$ cat src/rtl/hazard_pkg.sv
// Shared types for the Decode-stage issue controller.
package hazard_pkg;

   localparam int NUM_ARCH_REGS = 32;

   typedef logic [4:0] reg_addr_t;

   typedef enum logic [1:0] {
      RUN   = 2'd0,
      FLUSH = 2'd1,
      DRAIN = 2'd2
   } hazard_state_t;

endpackage

$ cat src/rtl/hazard_ctrl_if.sv
// Decode / Execute / write-back signal bundle seen by the issue controller.
interface hazard_ctrl_if #(
   parameter int STALL_CNT_W = 32
);
   import hazard_pkg::*;

   logic                   dec_valid_i;
   reg_addr_t              dec_rs1_addr_i;
   reg_addr_t              dec_rs2_addr_i;
   logic                   dec_rs1_used_i;
   logic                   dec_rs2_used_i;
   reg_addr_t              dec_rd_addr_i;
   logic                   dec_rd_wr_i;
   logic                   exec_ready_i;
   logic                   exec_redirect_i;
   reg_addr_t              wb_rd_addr_i;
   logic                   wb_rd_en_i;
   logic                   drain_i;
   logic                   dec_issue_o;
   logic                   exec_flush_o;
   logic                   ftch_ready_o;
   logic                   busy_o;
   logic                   drain_done_o;
   logic [STALL_CNT_W-1:0] stall_cnt_o;

   // Pipeline side: drives decode/execute/write-back status, observes the gating.
   modport master (
      output dec_valid_i, dec_rs1_addr_i, dec_rs2_addr_i, dec_rs1_used_i,
             dec_rs2_used_i, dec_rd_addr_i, dec_rd_wr_i, exec_ready_i,
             exec_redirect_i, wb_rd_addr_i, wb_rd_en_i, drain_i,
      input  dec_issue_o, exec_flush_o, ftch_ready_o, busy_o, drain_done_o,
             stall_cnt_o
   );

   // Controller side.
   modport slave (
      input  dec_valid_i, dec_rs1_addr_i, dec_rs2_addr_i, dec_rs1_used_i,
             dec_rs2_used_i, dec_rd_addr_i, dec_rd_wr_i, exec_ready_i,
             exec_redirect_i, wb_rd_addr_i, wb_rd_en_i, drain_i,
      output dec_issue_o, exec_flush_o, ftch_ready_o, busy_o, drain_done_o,
             stall_cnt_o
   );

endinterface

$ cat src/rtl/hazard_ctrl_reg_scoreboard.sv
// One pending-write bit per architectural register plus an inflight count.
// Lookups use the registered bits only; a same-cycle clear is not bypassed.
module reg_scoreboard
   import hazard_pkg::*;
(
   input  logic      clk,
   input  logic      rst,
   input  logic      set_en,
   input  reg_addr_t set_addr,
   input  logic      clr_en,
   input  reg_addr_t clr_addr,
   input  reg_addr_t rs1_addr,
   input  reg_addr_t rs2_addr,
   input  reg_addr_t rd_addr,
   output logic      rs1_hit,
   output logic      rs2_hit,
   output logic      rd_hit,
   output logic [5:0] count
);

   logic [NUM_ARCH_REGS-1:0] sb;
   logic [NUM_ARCH_REGS-1:0] sb_next;
   logic [5:0]               count_next;
   logic                     set_eff;
   logic                     clr_eff;

   // x0 is never tracked.
   assign set_eff = set_en && (set_addr != '0);
   assign clr_eff = clr_en && (clr_addr != '0);

   assign rs1_hit = sb[rs1_addr];
   assign rs2_hit = sb[rs2_addr];
   assign rd_hit  = sb[rd_addr];

   // Next scoreboard bits and inflight count.
   always_comb begin
      sb_next    = sb;
      count_next = count;
      if (clr_eff) sb_next[clr_addr] = 1'b0;
      if (set_eff) sb_next[set_addr] = 1'b1;
      sb_next[0] = 1'b0;
      unique case ({set_eff, clr_eff})
         2'b10:   count_next = count + 6'd1;
         2'b01:   count_next = count - 6'd1;
         default: count_next = count;
      endcase
   end

   // Scoreboard and count registers.
   always_ff @(posedge clk or posedge rst) begin
      if (rst) begin
         sb    <= '0;
         count <= '0;
      end else begin
         sb    <= sb_next;
         count <= count_next;
      end
   end

endmodule

$ cat src/rtl/hazard_ctrl.sv
// Decode-stage issue controller: stalls on RAW/WAW, squashes after redirects,
// and drains pending writes on request.
//
// state | meaning
// ------+----------------------------------------------------------
// RUN   | normal issue; hazards stall Decode and bubble Execute
// FLUSH | squashing wrong-path instructions after a redirect
// DRAIN | no issue, Fetch held, waiting for all pending writes
module hazard_ctrl
   import hazard_pkg::*;
#(
   parameter int FLUSH_CYCLES = 2,
   parameter int STALL_CNT_W  = 32
)(
   input  logic         clk_i,
   input  logic         rst_i,
   hazard_ctrl_if.slave bus
);

   localparam logic [2:0] FLUSH_LOAD = 3'(FLUSH_CYCLES - 1);

   hazard_state_t          state;
   hazard_state_t          state_next;
   logic [2:0]             flush_cnt;
   logic [2:0]             flush_cnt_next;
   logic                   drain_done;
   logic                   drain_done_next;
   logic [STALL_CNT_W-1:0] stall_cnt;
   logic [5:0]             count;
   logic                   rs1_hit;
   logic                   rs2_hit;
   logic                   rd_hit;
   logic                   hazard;
   logic                   in_run;
   logic                   in_flush;
   logic                   in_drain;
   logic                   redirect;
   logic                   offer;
   logic                   issue;
   logic                   stall_event;

   reg_scoreboard u_sb (
      .clk      (clk_i),
      .rst      (rst_i),
      .set_en   (issue && bus.dec_rd_wr_i),
      .set_addr (bus.dec_rd_addr_i),
      .clr_en   (bus.wb_rd_en_i),
      .clr_addr (bus.wb_rd_addr_i),
      .rs1_addr (bus.dec_rs1_addr_i),
      .rs2_addr (bus.dec_rs2_addr_i),
      .rd_addr  (bus.dec_rd_addr_i),
      .rs1_hit  (rs1_hit),
      .rs2_hit  (rs2_hit),
      .rd_hit   (rd_hit),
      .count    (count)
   );

   assign in_run   = (state == RUN);
   assign in_flush = (state == FLUSH);
   assign in_drain = (state == DRAIN);
   assign redirect = bus.exec_redirect_i;
   assign offer    = bus.dec_valid_i && bus.exec_ready_i;

   assign hazard = (bus.dec_rs1_used_i && rs1_hit) ||
                   (bus.dec_rs2_used_i && rs2_hit) ||
                   (bus.dec_rd_wr_i    && rd_hit);

   assign issue       = !rst_i && in_run && !redirect && offer && !hazard;
   assign stall_event = in_run && offer && hazard && !redirect;

   // The hazard bubble keeps a stalled instruction from being duplicated into Execute.
   assign bus.dec_issue_o  = issue;
   assign bus.exec_flush_o = rst_i || redirect || in_flush || in_drain ||
                             (in_run && offer && hazard);
   assign bus.ftch_ready_o = !rst_i && bus.exec_ready_i && !in_drain &&
                             !(in_run && !redirect && bus.dec_valid_i && hazard);
   assign bus.busy_o       = (count != '0);
   assign bus.drain_done_o = drain_done;
   assign bus.stall_cnt_o  = stall_cnt;

   // Next-state: redirect wins, then the flush timer, then drain entry/exit.
   always_comb begin
      state_next      = state;
      flush_cnt_next  = flush_cnt;
      drain_done_next = 1'b0;
      if (redirect) begin
         if (FLUSH_CYCLES > 1) begin
            state_next     = FLUSH;
            flush_cnt_next = FLUSH_LOAD;
         end else begin
            state_next = RUN;
         end
      end else begin
         unique case (state)
            RUN: begin
               if (bus.drain_i) state_next = DRAIN;
            end
            FLUSH: begin
               flush_cnt_next = flush_cnt - 3'd1;
               if (flush_cnt == 3'd1) state_next = RUN;
            end
            DRAIN: begin
               if (count == '0) begin
                  state_next      = RUN;
                  drain_done_next = 1'b1;
               end
            end
            default: state_next = RUN;
         endcase
      end
   end

   // State, flush timer and registered done pulse.
   always_ff @(posedge clk_i or posedge rst_i) begin
      if (rst_i) begin
         state      <= RUN;
         flush_cnt  <= '0;
         drain_done <= 1'b0;
      end else begin
         state      <= state_next;
         flush_cnt  <= flush_cnt_next;
         drain_done <= drain_done_next;
      end
   end

   // Saturating hazard-stall counter.
   always_ff @(posedge clk_i or posedge rst_i) begin
      if (rst_i) begin
         stall_cnt <= '0;
      end else if (stall_event && (stall_cnt != '1)) begin
         stall_cnt <= stall_cnt + 1'b1;
      end
   end

endmodule
$ cat src/flat_wrapper.sv
// flat-port wrapper written by rule: the top's interface ports become plain ports
module hazard_ctrl_flat import hazard_pkg::*;
#(
   parameter int FLUSH_CYCLES = 2,
   parameter int STALL_CNT_W  = 32
)
  (clk_i, rst_i, bus_dec_valid_i, bus_dec_rs1_addr_i, bus_dec_rs2_addr_i, bus_dec_rs1_used_i, bus_dec_rs2_used_i, bus_dec_rd_addr_i, bus_dec_rd_wr_i, bus_exec_ready_i, bus_exec_redirect_i, bus_wb_rd_addr_i, bus_wb_rd_en_i, bus_drain_i, bus_dec_issue_o, bus_exec_flush_o, bus_ftch_ready_o, bus_busy_o, bus_drain_done_o, bus_stall_cnt_o);
  hazard_ctrl_if #(.STALL_CNT_W(STALL_CNT_W)) bus_i ();
  input  logic clk_i;
  input  logic rst_i;
  input wire logic [$bits(bus_i.dec_valid_i)-1:0] bus_dec_valid_i;
  input wire logic [$bits(bus_i.dec_rs1_addr_i)-1:0] bus_dec_rs1_addr_i;
  input wire logic [$bits(bus_i.dec_rs2_addr_i)-1:0] bus_dec_rs2_addr_i;
  input wire logic [$bits(bus_i.dec_rs1_used_i)-1:0] bus_dec_rs1_used_i;
  input wire logic [$bits(bus_i.dec_rs2_used_i)-1:0] bus_dec_rs2_used_i;
  input wire logic [$bits(bus_i.dec_rd_addr_i)-1:0] bus_dec_rd_addr_i;
  input wire logic [$bits(bus_i.dec_rd_wr_i)-1:0] bus_dec_rd_wr_i;
  input wire logic [$bits(bus_i.exec_ready_i)-1:0] bus_exec_ready_i;
  input wire logic [$bits(bus_i.exec_redirect_i)-1:0] bus_exec_redirect_i;
  input wire logic [$bits(bus_i.wb_rd_addr_i)-1:0] bus_wb_rd_addr_i;
  input wire logic [$bits(bus_i.wb_rd_en_i)-1:0] bus_wb_rd_en_i;
  input wire logic [$bits(bus_i.drain_i)-1:0] bus_drain_i;
  output wire logic [$bits(bus_i.dec_issue_o)-1:0] bus_dec_issue_o;
  output wire logic [$bits(bus_i.exec_flush_o)-1:0] bus_exec_flush_o;
  output wire logic [$bits(bus_i.ftch_ready_o)-1:0] bus_ftch_ready_o;
  output wire logic [$bits(bus_i.busy_o)-1:0] bus_busy_o;
  output wire logic [$bits(bus_i.drain_done_o)-1:0] bus_drain_done_o;
  output wire logic [$bits(bus_i.stall_cnt_o)-1:0] bus_stall_cnt_o;
  assign bus_i.dec_valid_i = bus_dec_valid_i;
  assign bus_i.dec_rs1_addr_i = bus_dec_rs1_addr_i;
  assign bus_i.dec_rs2_addr_i = bus_dec_rs2_addr_i;
  assign bus_i.dec_rs1_used_i = bus_dec_rs1_used_i;
  assign bus_i.dec_rs2_used_i = bus_dec_rs2_used_i;
  assign bus_i.dec_rd_addr_i = bus_dec_rd_addr_i;
  assign bus_i.dec_rd_wr_i = bus_dec_rd_wr_i;
  assign bus_i.exec_ready_i = bus_exec_ready_i;
  assign bus_i.exec_redirect_i = bus_exec_redirect_i;
  assign bus_i.wb_rd_addr_i = bus_wb_rd_addr_i;
  assign bus_i.wb_rd_en_i = bus_wb_rd_en_i;
  assign bus_i.drain_i = bus_drain_i;
  assign bus_dec_issue_o = bus_i.dec_issue_o;
  assign bus_exec_flush_o = bus_i.exec_flush_o;
  assign bus_ftch_ready_o = bus_i.ftch_ready_o;
  assign bus_busy_o = bus_i.busy_o;
  assign bus_drain_done_o = bus_i.drain_done_o;
  assign bus_stall_cnt_o = bus_i.stall_cnt_o;
  hazard_ctrl #(.FLUSH_CYCLES(FLUSH_CYCLES), .STALL_CNT_W(STALL_CNT_W)) u_core (.clk_i(clk_i), .rst_i(rst_i), .bus(bus_i));
endmodule
$ cat config.mk
export PLATFORM = sky130hd
export DESIGN_NAME = hazard_ctrl_flat
export DESIGN_NICKNAME = d
export VERILOG_FILES = /design/src/rtl/hazard_pkg.sv /design/src/rtl/hazard_ctrl_if.sv /design/src/rtl/hazard_ctrl_reg_scoreboard.sv /design/src/rtl/hazard_ctrl.sv /design/src/flat_wrapper.sv
export SDC_FILE = /design/constraint.sdc
export NUM_CORES = 1
export LEC_CHECK = 0
export CORE_UTILIZATION = 25
export CTS_CLUSTER_DIAMETER = 150
export DETAILED_ROUTE_END_ITERATION = 7
export GPL_TIMING_DRIVEN = 0
export PLACE_DENSITY_LB_ADDON = 0.08
export SYNTH_ARGS = -nofsm -noshare
export SYNTH_HDL_FRONTEND = slang
export SYNTH_HIERARCHICAL = 1
export SYNTH_SLANG_ARGS = --single-unit
$ cat constraint.sdc
create_clock -name clk_i -period 5.6 [get_ports clk_i]
set_clock_uncertainty 0.15 [all_clocks]
set_input_delay 0.56 -clock clk_i [delete_from_list [all_inputs] [get_ports clk_i]]
set_output_delay 0.56 -clock clk_i [all_outputs]
set_load 0.05 [all_outputs]
; ---- Word level (Yosys, flattened, before mapping)
; Cells that the tools add are included.
[totals]
reg_bits = 75
latch_bits = 0
ram_bits = 0
romBits = 0
in_bits = 30
mem_count = 0
[op_classes]
addsub = 4
n_mul = 0
div_mod_pow = 0
order_cmp = 6
eq_ne = 9
shifts = 0
mux = 23
bitwise = 3
reduce_logical = 42
[op_table]
columns = op, count
row1 = $mux W32, 2
row2 = $add A32 B1 Y32 const B, 1
row3 = $and A32 B32 Y32, 1
row4 = $ne A32 B32 Y1 const B, 1
row5 = $not A32 Y32, 1
row6 = $or A32 B32 Y32, 1
row7 = $lt A5 B6 Y1 const B, 4
row8 = $logic_and A1 B1 Y1, 23
row9 = $bmux W1 S5, 3
row10 = $pmux W6 S2, 1
row11 = $demux W1 S5, 2
row12 = $ge A5 B1 Y1 const B, 2
row13 = $reduce_bool A5 Y1, 2
row14 = $ne A3 B3 Y1 const B, 3
row15 = $mux W1, 8
row16 = $mux W2, 4
row17 = $add A6 B1 Y6 const B, 1
row18 = $logic_not A6 Y1, 1
row19 = $logic_or A1 B1 Y1, 6
row20 = $mux W3, 2
row21 = $pmux W2 S3, 1
row22 = $reduce_bool A6 Y1, 1
row23 = $sub A6 B1 Y6 const B, 1
row24 = $logic_not A1 Y1, 5
row25 = 7 further kinds, 10

; ---- Depth between registers and ports, before layout
[depth]
word_depth = 11
mapped_depth = 17
depth_no_buf = 15

; ---- Hierarchy
; Netlist, hierarchy kept.
[modules_own_cells]
columns = mod, n_inst, cells_each, area_each_um2
row1 = reg_scoreboard, 1, 289, 2643.8
row2 = hazard_ctrl, 1, 188, 1949.4

; ---- Least setup slack after synthesis
; OpenSTA, ideal clock, no wires.
[synth_timing]
kind = in2reg
startpoint = input port bus_dec_rs1_addr_i[0]
endpoint = register u_core.u_sb.count[4]
setup_time_ps = 125
arrival_time_ps = 4694
required_time_ps = 5325
setup_slack_ps = 631
stages = 17
n_path_buf = 2
cell_sequence = clkbuf_1 mux4_2 nand2b_1 o211ai_1 nand4_1 a222oi_1 and4_1 and2_1 o41ai_1 ha_1 clkbuf_1 xor2_1 ha_1 a21o_1 a22oi_1 nor3_1 a2111oi_0
[synth_via]
elab_chain_cells = 11
[synth_lines]
columns = element, line_no
row1 = from (decl), flat_wrapper.sv:12  ; input wire logic [$bits(bus_i.dec_rs1_addr_i)-1:0] bus_dec_rs1_addr_i;
row2 = $bmux W1 S5 *, hazard_ctrl_reg_scoreboard.sv:31  ; assign rs1_hit = sb[rs1_addr];
row3 = $mux W1 (implied by the code) *, hazard_ctrl_reg_scoreboard.sv:31
row4 = via u_core.rs1_hit, hazard_ctrl.sv:30  ; logic rs1_hit;
row5 = $logic_and A1 B1 Y1 *, hazard_ctrl.sv:64  ; assign hazard = (bus.dec_rs1_used_i && rs1_hit) ||
row6 = $logic_or A1 B1 Y1 *, hazard_ctrl.sv:64
row7 = $logic_or A1 B1 Y1 *, hazard_ctrl.sv:65  ; (bus.dec_rs2_used_i && rs2_hit) ||
row8 = $logic_not A1 Y1 *, hazard_ctrl.sv:68  ; assign issue = !rst_i && in_run && !redirect && offer && !hazard;
row9 = $logic_and A1 B1 Y1 *, hazard_ctrl.sv:68
row10 = via bus_dec_issue_o, flat_wrapper.sv:23  ; output wire logic [$bits(bus_i.dec_issue_o)-1:0] bus_dec_issue_o;
row11 = $logic_and A1 B1 Y1 *, hazard_ctrl.sv:45  ; .set_en (issue && bus.dec_rd_wr_i),
row12 = $logic_and A1 B1 Y1 *, hazard_ctrl_reg_scoreboard.sv:28  ; assign set_eff = set_en && (set_addr != '0);
row13 = $eq A2 B1 Y1 or $eq A2 B2 Y1 (tied branches), hazard_ctrl_reg_scoreboard.sv:42  ; unique case ({set_eff, clr_eff})
row14 = $pmux W6 S2 or $reduce_bool A2 Y1 (tied branches), -
row15 = to (signal assigned), hazard_ctrl_reg_scoreboard.sv:56  ; count <= count_next;
row16 = to (decl), hazard_ctrl_reg_scoreboard.sv:18  ; output logic [5:0] count
; The timed path passes the listed nets; every way through them passes the cells marked *. The select of a mux whose other input is x is not followed.
; A chain may end at the register's enable or synchronous reset.

; ---- Worst setup path after layout
[layout_timing]
startpoint = input port bus_dec_rd_addr_i[1]
endpoint = register u_core.u_sb.count[4]
[layout_via]
elab_chain_cells = 10
[layout_lines]
columns = element, line_no
row1 = from (decl), flat_wrapper.sv:16  ; input wire logic [$bits(bus_i.dec_rd_addr_i)-1:0] bus_dec_rd_addr_i;
row2 = $bmux W1 S5 *, hazard_ctrl_reg_scoreboard.sv:33  ; assign rd_hit = sb[rd_addr];
row3 = $mux W1 (implied by the code) *, hazard_ctrl_reg_scoreboard.sv:33
row4 = via u_core.rd_hit, hazard_ctrl.sv:32  ; logic rd_hit;
row5 = $logic_and A1 B1 Y1 *, hazard_ctrl.sv:66  ; (bus.dec_rd_wr_i && rd_hit);
row6 = $logic_or A1 B1 Y1 *, hazard_ctrl.sv:65
row7 = $logic_not A1 Y1 *, hazard_ctrl.sv:68
row8 = $logic_and A1 B1 Y1 *, hazard_ctrl.sv:68
row9 = $logic_and A1 B1 Y1 *, hazard_ctrl.sv:45
row10 = $logic_and A1 B1 Y1 *, hazard_ctrl_reg_scoreboard.sv:28
row11 = $eq A2 B1 Y1 or $eq A2 B2 Y1 (tied branches), hazard_ctrl_reg_scoreboard.sv:42
row12 = $pmux W6 S2 or $reduce_bool A2 Y1 (tied branches), -
; Marked as above.

==> results_dict.tcl <==
set metrics [dict create \
    hold_viol 0 \
    syn_nets 513 \
    wl_per_cell_um 17.2 \
    pin_count 67 \
    ctsRootBufferMaster "clkbuf_16" \
    dr.pass1.iters 5 \
    crit_type "in -> reg" \
    grt_overflow 0 \
    max_cap_violations 0 \
    clock-sinks 75 \
    drt_iter0_markers 256 \
    antenna_found_initial 0 \
    die_y_um 138 \
    rsz0062_at_grt "false" \
    syn-instance-count 477 \
    required_ps 5660 \
    crit_path_start_kind "input port" \
    synth_ff_type "dfrtp_1" \
    syn_area_um2 4590 \
    initial_core_util 0.256 \
    hp-class "reg -> reg" \
    post_synth_num_cell_types 55 \
    critical_path_arrival_ps 5310 \
    ant_nets 0 \
    syn_area_per_cell_um2 9.63 \
    place_ws_ps -645 \
    critPathCaptureType "register" \
    setup-violations-final 0 \
    htree_levels 3 \
    worst_slew_pin_slew_ps 874 \
    grt.total_usage 0.151 \
    cts_inserted_buffers 9 \
    final_layout_size_suffix_gt1_frac 0.0832 \
    async_flop_share 1.00 \
    slew_headroom 0.417 \
    core-area_um2 18000 \
    final_cell_mix "75 x dfrtp_1, 63 x o21ai_0, 59 x clkdlybuf4s50_1, 32 x nand3_1, 29 x mux2i_1" \
    synth-edff-count 0 \
    layout_min_cycle_time_ps 5250 \
    instances_no_fill 782 \
    status "complete, no violations" \
    fin_tns_setup_ps 0 \
    hpwl_um 9750 \
    seq_area_frac_synth 0.409 \
    finalMaxSlewViolations 0 \
    core.rowCount 49 \
    cts_tree "built" \
    hold_buffers 0 \
    stdcell_area_um2 5790 \
    gp_congestion 0.774 \
    antenna_cells 0 \
    clock_latency_ps 340 \
    grt_max_degree 40 \
    synth-seq-cells 75 \
    die_x_um 138 \
    vias 3951 \
    synth_warnings 6 \
    final_common_cell "dfrtp_1" \
    drc 0 \
    via_per_inst 5.05 \
    dpl_cell_area_um2 5470 \
    power.leakage_nw 2.43 \
    portBuffers 59 \
    nets 585 \
    clk_pin_slew_worst_paths_ps 50 \
    ir_drop_mv 0.137 \
    wl_um 13500 \
    cts_buffer_depth 2 \
    fmax_ghz 0.190 \
    dieArea_um2 18900 \
    synthToLayoutAreaGrowth_pct 26.0 \
    grt_pass1_wl_um 21300 \
    period_share 0.938 \
    layout_setup_ws_ps 347 \
    placed_cells 765 \
    grt_pass1_vias 3870 \
    cp_max_fo 10 \
    p_per_area_nw_per_um2 274 \
]
[sequential cells by signal, indices dropped and copies added, names as in the netlist]
name,count
u_core/bus.drain_done_o,1
u_core/u_sb/sb,31
u_core/flush_cnt,3
u_core/state,2
u_core/u_sb/count,6
u_core/bus.stall_cnt_o,32
[critical path: stages]
cell             delay [ps]
clkdlybuf4s50_1         540
clkbuf_1                450
mux4_2                  400
nand2b_1                160
o2111ai_1               100
nand4_1                 130
a222oi_1                280
buf_4                   210
and4_1                  300
and2_1                  300
o41ai_1                 180
ha_1                    210
clkbuf_1                220
xor2_1                  220
ha_1                    240
a21o_1                  190
a22oi_1                 220
nor3_1                   80
a2111oi_0               330
[cell type report]
class / instances / area, um^2
fill: 1877 / 12200
timing repair buffer: 61 / 606
sequential: 75 / 1880
tap: 229 / 287
clock inverter: 3 / 46.3
buffer: 20 / 90.1
multi-input combinational: 368 / 2570
inverter: 14 / 52.6
clock buffer: 12 / 256
[cell usage after synthesis, types with 4 or more instances]
cell / instances / area share
dfrtp_1: 75 / 0.41
o21ai_0: 63 / 0.069
nand3_1: 32 / 0.035
mux2i_1: 29 / 0.063
nor2_1: 27 / 0.022
nand2_1: 25 / 0.020
xor2_1: 21 / 0.040
nand2b_1: 15 / 0.020
xnor2_1: 15 / 0.029
a21oi_1: 14 / 0.015
clkbuf_1: 14 / 0.011
inv_1: 14 / 0.011
nand4_1: 13 / 0.018
nor2b_1: 12 / 0.016
nor3_1: 12 / 0.013
mux4_2: 9 / 0.044
a22oi_1: 7 / 0.011
and3_1: 7 / 0.0095
and4_1: 7 / 0.013
ha_1: 6 / 0.016
a211oi_1: 5 / 0.0082
buf_2: 5 / 0.0054
and2_1: 4 / 0.0054
nand3b_1: 4 / 0.0065
o211ai_1: 4 / 0.0065
[kinds of logic after synthesis]
group | after synthesis | synth area share
multiplexers | 41 | 0.115
flip-flops | 75 | 0.409
XOR/XNOR | 36 | 0.0686
adder cells (fa/ha/maj) | 6 | 0.0163
AND/OR/NAND/NOR | 176 | 0.217
AO/OA/AOI/OAI | 109 | 0.144
buffers and inverters | 34 | 0.0308
[worst paths after layout]
kind / startpoint / endpoint / slack [ps] / depth (start not counted)
min: u_core/u_sb/count[5] / u_core/u_sb/count[5] / 320 / 1
max: bus_dec_rd_addr_i[1] / u_core/u_sb/count[4] / 350 / 19
max in group asynchronous: rst_i / u_core/bus.stall_cnt_o[11] / 4070 / 2
max reg2reg: u_core/u_sb/sb[23] / u_core/u_sb/count[4] / 1040 / 17
min in group asynchronous: rst_i / u_core/u_sb/count[1] / 660 / 2
min reg2reg: u_core/u_sb/count[5] / u_core/u_sb/count[5] / 320 / 1
[metal layers]
| layer | global-route usage | share of wire | vias to the layer above |
|---|---|---|---|
| met3 | 0.0324 | 0.063 | 12 |
| met1 | 0.210 | 0.47 | 1923 |
| met5 | 0 | 0 | - |
| met2 | 0.226 | 0.45 | 119 |
| li1 | - | - | 1897 |
| met4 | 0.0543 | 0.014 | 0 |
[repair_timing]
action                                 CTS  global route
pin swaps                                1             0
setup endpoints to repair                2             1
setup buffers                            2             0
endpoints found under the hold margin    0             0
resized for setup                        0             2
[power breakdown]
group          switching [mW]  total (mW)  internal, mW  leakage [nW]
sequential             0.0597       0.650         0.590          1.01
clock                   0.225       0.594         0.369         0.145
combinational           0.192       0.340         0.148          1.28
total                   0.477        1.58          1.11          2.43
[stage by stage]
step | power, mW | hold WS, ps | utilization
after CTS | 1.61 | 338 | 0.322
final | 1.58 | 323 | 0.322
after detailed placement | 0.998 | 309 | 0.305
after global placement | 0.995 | 314 | 0.305
after floorplan | 0.889 | 285 | -
after global routing | 1.68 | 359 | 0.322
Power figures use the tool's default switching activity.
